--- src/rtl/cpu_clken_gen.sv ---
// Purpose: derive the Z80 clock-enable strobe from clk28 at 3.5/7/14/28 MHz with glitch-free speed changes.
// Latency: strobe is registered, one cycle after the phase wrap; request sampled each cycle, RUN->ALIGN in 1 cycle.
// Backpressure: contention_hold freezes the phase (stretches the CPU cycle); the settle gap ignores the hold.
module cpu_clken_gen #(
    parameter int unsigned SETTLE_CYCLES = 8
) (
    input  logic       clk28,
    input  logic       rst,
    input  logic [3:0] cpu_speed,
    input  logic       contention_hold,
    output logic       cpu_clken,
    output logic [1:0] speed_active,
    output logic       switching
);

    typedef enum logic [1:0] {
        ST_RUN    = 2'd0,
        ST_ALIGN  = 2'd1,
        ST_SETTLE = 2'd2
    } state_t;

    localparam logic [3:0] SETTLE_LOAD = 4'(SETTLE_CYCLES - 1);

    // Last phase value of a CPU cycle for each speed code (period minus one).
    function automatic logic [2:0] last_phase(input logic [1:0] code);
        case (code)
            2'b00:   last_phase = 3'd7;
            2'b01:   last_phase = 3'd3;
            2'b10:   last_phase = 3'd1;
            default: last_phase = 3'd0;
        endcase
    endfunction

    state_t     state_q, state_d;
    logic [1:0] active_q, active_d;
    logic [1:0] target_q, target_d;
    logic [3:0] settle_q, settle_d;
    logic [2:0] phase_q, phase_d;
    logic       clken_q, clken_d;

    logic [1:0] req;
    logic       advancing;
    logic       at_last;
    logic       wrap;
    logic       unused_speed_bits;

    // Upper speed bits are reserved and deliberately ignored.
    assign req               = cpu_speed[1:0];
    assign unused_speed_bits = ^cpu_speed[3:2];

    assign advancing = ((state_q == ST_RUN) || (state_q == ST_ALIGN)) && !contention_hold;
    assign at_last   = (phase_q == last_phase(active_q));
    assign wrap      = advancing && at_last;

    // State register: all control and datapath flops, cleared asynchronously.
    always_ff @(posedge clk28 or posedge rst) begin
        if (rst) begin
            state_q  <= ST_RUN;
            active_q <= 2'b00;
            target_q <= 2'b00;
            settle_q <= 4'd0;
            phase_q  <= 3'd0;
            clken_q  <= 1'b0;
        end else begin
            state_q  <= state_d;
            active_q <= active_d;
            target_q <= target_d;
            settle_q <= settle_d;
            phase_q  <= phase_d;
            clken_q  <= clken_d;
        end
    end

    // Next-state logic: track the requested speed, finish the old cycle, then count the settle gap.
    always_comb begin
        state_d  = state_q;
        target_d = target_q;
        settle_d = settle_q;
        case (state_q)
            ST_RUN: begin
                if (req != active_q) begin
                    target_d = req;
                    state_d  = ST_ALIGN;
                end
            end
            ST_ALIGN: begin
                if (req == active_q) begin
                    // Request withdrawn before the old cycle ended: no gap needed.
                    state_d = ST_RUN;
                end else begin
                    target_d = req;
                    if (wrap) begin
                        state_d  = ST_SETTLE;
                        settle_d = SETTLE_LOAD;
                    end
                end
            end
            ST_SETTLE: begin
                if (req != target_q) begin
                    // A new request mid-gap restarts the full gap.
                    target_d = req;
                    settle_d = SETTLE_LOAD;
                end else if (settle_q == 4'd0) begin
                    state_d = ST_RUN;
                end else begin
                    settle_d = settle_q - 4'd1;
                end
            end
            default: begin
                state_d = ST_RUN;
            end
        endcase
    end

    // Output/datapath logic: phase counting, strobe scheduling and speed hand-over.
    always_comb begin
        clken_d  = wrap;
        active_d = active_q;
        if (!advancing) begin
            phase_d = phase_q;
        end else if (at_last) begin
            phase_d = 3'd0;
        end else begin
            phase_d = phase_q + 3'd1;
        end
        if ((state_q == ST_ALIGN) && (state_d == ST_SETTLE)) begin
            phase_d = 3'd0;
        end
        if ((state_q == ST_SETTLE) && (state_d == ST_RUN)) begin
            active_d = target_q;
            phase_d  = 3'd0;
        end
    end

    assign cpu_clken    = clken_q;
    assign speed_active = active_q;
    assign switching    = (state_q != ST_RUN);

endmodule

--- config.mk ---
export PLATFORM = sky130hd
export DESIGN_NAME = cpu_clken_gen
export DESIGN_NICKNAME = d
export VERILOG_FILES = /design/src/rtl/cpu_clken_gen.sv
export SDC_FILE = /design/constraint.sdc
export NUM_CORES = 1
export LEC_CHECK = 0
export BUFFER_PORTS_ARGS = -buffer_cell sky130_fd_sc_hd__buf_2
export CAP_MARGIN = 20
export CORE_UTILIZATION = 45
export DETAILED_ROUTE_END_ITERATION = 8
export HOLD_SLACK_MARGIN = 0.06
export PLACE_DENSITY = 0.65
export SYNTH_ARGS = -nofsm -noshare
export SYNTH_HDL_FRONTEND = slang
export SYNTH_SLANG_ARGS = --single-unit
--- constraint.sdc ---
create_clock -name clk28 -period 1.8 [get_ports clk28]
set_input_delay 0.18 -clock clk28 [delete_from_list [all_inputs] [get_ports clk28]]
set_output_delay 0.18 -clock clk28 [all_outputs]
set_load 0.005 [all_outputs]
==> results_dict.tcl <==
set metrics [dict create \
    fin_skew_ps 2.244 \
    clock_path_buffers 2 \
    cts_inserted_buffers 3 \
    reg2reg_slack_ps 180 \
    grt_pass1_wl_mm 2.201 \
    worst_pin_slew_ps 526.7 \
    outcome "finished with violations" \
    vdd_drop_max_uv 524.1 \
    met3_usage 0.03750 \
    layout-drive-gt1-share 0.2766 \
    clock_latency_ps 290 \
    criticalPathCategory "flip-flop to flip-flop" \
    grt_use_total 0.1643 \
    violations "DRC" \
    fill_cells 125 \
    start_kind "flip-flop" \
    coreArea_um2 1559 \
    syn_to_final_growth_pct 17.58 \
    yosysWarnings 0 \
    p_leak_nw 0.4293 \
    drt_iter0_markers 15 \
    design_area_um2 912.1 \
    netlist_area_um2 775.7 \
    relSlewSlack 0.6485 \
    drt_wl_total_mm 1.293 \
    fp.dieW_um 43.52 \
    yosysSeqAreaShare 0.4516 \
    initial_core_util 0.4976 \
    syn_inst 77 \
    place_congestion 0.8216 \
    setup_viol_count_final 0 \
    required_ps 2000 \
    setup_tns_ps 0 \
    cts_sinks 14 \
    htree_levels 1 \
    ys_types 28 \
    drc 3 \
    total_power_mw 0.8610 \
    grt_max_degree 15 \
    ant_nets 0 \
    cp.arrival_ps 1820 \
    end_kind "flip-flop" \
    io_pins 11 \
    drt_first_pass_iters 6 \
    hold_class "input pin to flip-flop" \
    dr_total_vias 587 \
    busiest_layer "met2" \
    dpl_cell_area_um2 865.8 \
    whs_ps 109.8 \
    ys_seq_elements 14 \
    clk_pin_slew_ps 80 \
    antenna_found_initial 0 \
    avgRoutedWirePerCell_um 11.75 \
    io_buffers 8 \
    dp_hpwl_um 992 \
    max-cap-violations 0 \
    syn_nets 86 \
    rsz0062_at_grt "no" \
    grt_pass1_vias 550 \
    final_core_util 0.5851 \
    grt.overflow.total 0 \
    p_per_area_nw_per_um2 944.0 \
    final_hold_viol_count 0 \
    grt_use_met2 0.2485 \
    slew_violations 0 \
    finalCritPeriodShare 0.8987 \
    fin_crit_ps 1618 \
    final_cell_mix "dfrtp_1 (14), nor2_1 (8), buf_2 (8)" \
    post_cts_buffers 0 \
    diodes 0 \
    avgSynthCellArea_um2 10.07 \
    die_h_um 43.52 \
    die-area_um2 1894 \
    root_buffer "clkbuf_4" \
    use_met1 0.2091 \
    cts_tree "yes" \
    num_rows 14 \
    via_per_inst 5.336 \
    critPathMaxFanout 4 \
    final_common_cell "dfrtp_1" \
    clock.fmax_ghz 0.6182 \
    nets 104 \
]
==> final cells by class <==
type                            count  area, um2  area share
Sequential cell                    14      350.3      0.3841
Multi-Input combinational cell     56      399.1      0.4376
Timing Repair Buffer               13      80.08     0.08779
Tap cell                           16      20.02     0.02195
Inverter                            7      26.28     0.02881
Clock buffer                        4      36.28     0.03978
==> through the flow <==
step / worst slack [ps] / instances
floorplan: 175.9 / 77
global placement: 203.0 / 105
detailed placement: 186.8 / 105
CTS: 168.7 / 110
global route: 70.62 / 110
finish: 182.4 / 110
==> layer usage <==
layer	wire length, um	vias up
met5	0	-
met4	33	0
met3	43	4
met2	563	11
met1	653	264
li1	-	308
==> registers in the layout (all words and copies together), names as in the netlist <==
name / flops
settle_q: 4
phase_q: 3
speed_active: 2
state_q: 2
target_q: 2
cpu_clken: 1
==> cell families after synthesis <==
group | Yosys count | share of synthesized area
AOI/OAI and AO/OA | 18 | 0.1774
xor gates and xnor gates | 5 | 0.05646
adders and majority gates | 2 | 0.03225
buffers and inverters | 7 | 0.03388
DFF | 14 | 0.4516
muxes | 4 | 0.05806
and+or+nand+nor | 27 | 0.1903
==> worst max-delay path, stage by stage (launching register included) <==
cell	delay, ps
dfrtp_1	420
nand2b_1	190
a2111oi_4	330
a21o_1	160
nand4_2	110
buf_4	170
a32oi_1	150
==> final timing paths <==
kind                                  from         endpoint  depth (start not counted)
min in group asynchronous              rst  speed_active[1]                          3
setup reg to reg                phase_q[0]      settle_q[0]                          6
hold / removal             contention_hold        cpu_clken                          2
setup / recovery                phase_q[0]      settle_q[0]                          6
hold reg to reg                settle_q[0]      settle_q[0]                          1
max in group asynchronous              rst       state_q[0]                          3
==> synth_stat cells <==
cell,n,area (um2)
a32oi_1,2,17.52
nand4_2,1,12.51
dfrtp_1,14,350.3
ha_1,2,25.02
mux2_2,4,45.04
nor3_1,3,15.01
nor2b_1,1,6.260
nand2_1,4,15.01
inv_1,7,26.28
a21o_1,1,7.510
xor2_1,3,26.28
a2111oi_4,1,27.53
o21ai_0,3,15.01
a21oi_1,6,30.03
nor2_1,8,30.03
or4_1,1,7.510
xnor2_1,2,17.52
a21boi_1,1,7.510
nand3_1,2,10.01
o31ai_1,1,7.510
a32o_2,1,11.26
and3_1,1,6.260
nand2b_4,1,13.76
a31oi_1,1,6.260
nand4_1,1,6.260
nand2b_1,2,12.51
o21a_1,1,7.510
or2_2,2,12.51
==> power by group <==
part / total [mW] / internal (mW) / switching [mW] / leakage (nW)
registers: 0.428 / 0.367 / 0.0616 / 0.167
logic: 0.204 / 0.105 / 0.0986 / 0.241
clock network: 0.229 / 0.123 / 0.106 / 0.0210
==> timing repair <==
item,in CTS,in global routing
hold buffers,1,0
gates resized for setup,0,0
endpoints found under the hold margin,14,0
Power figures use the tool's default switching activity.
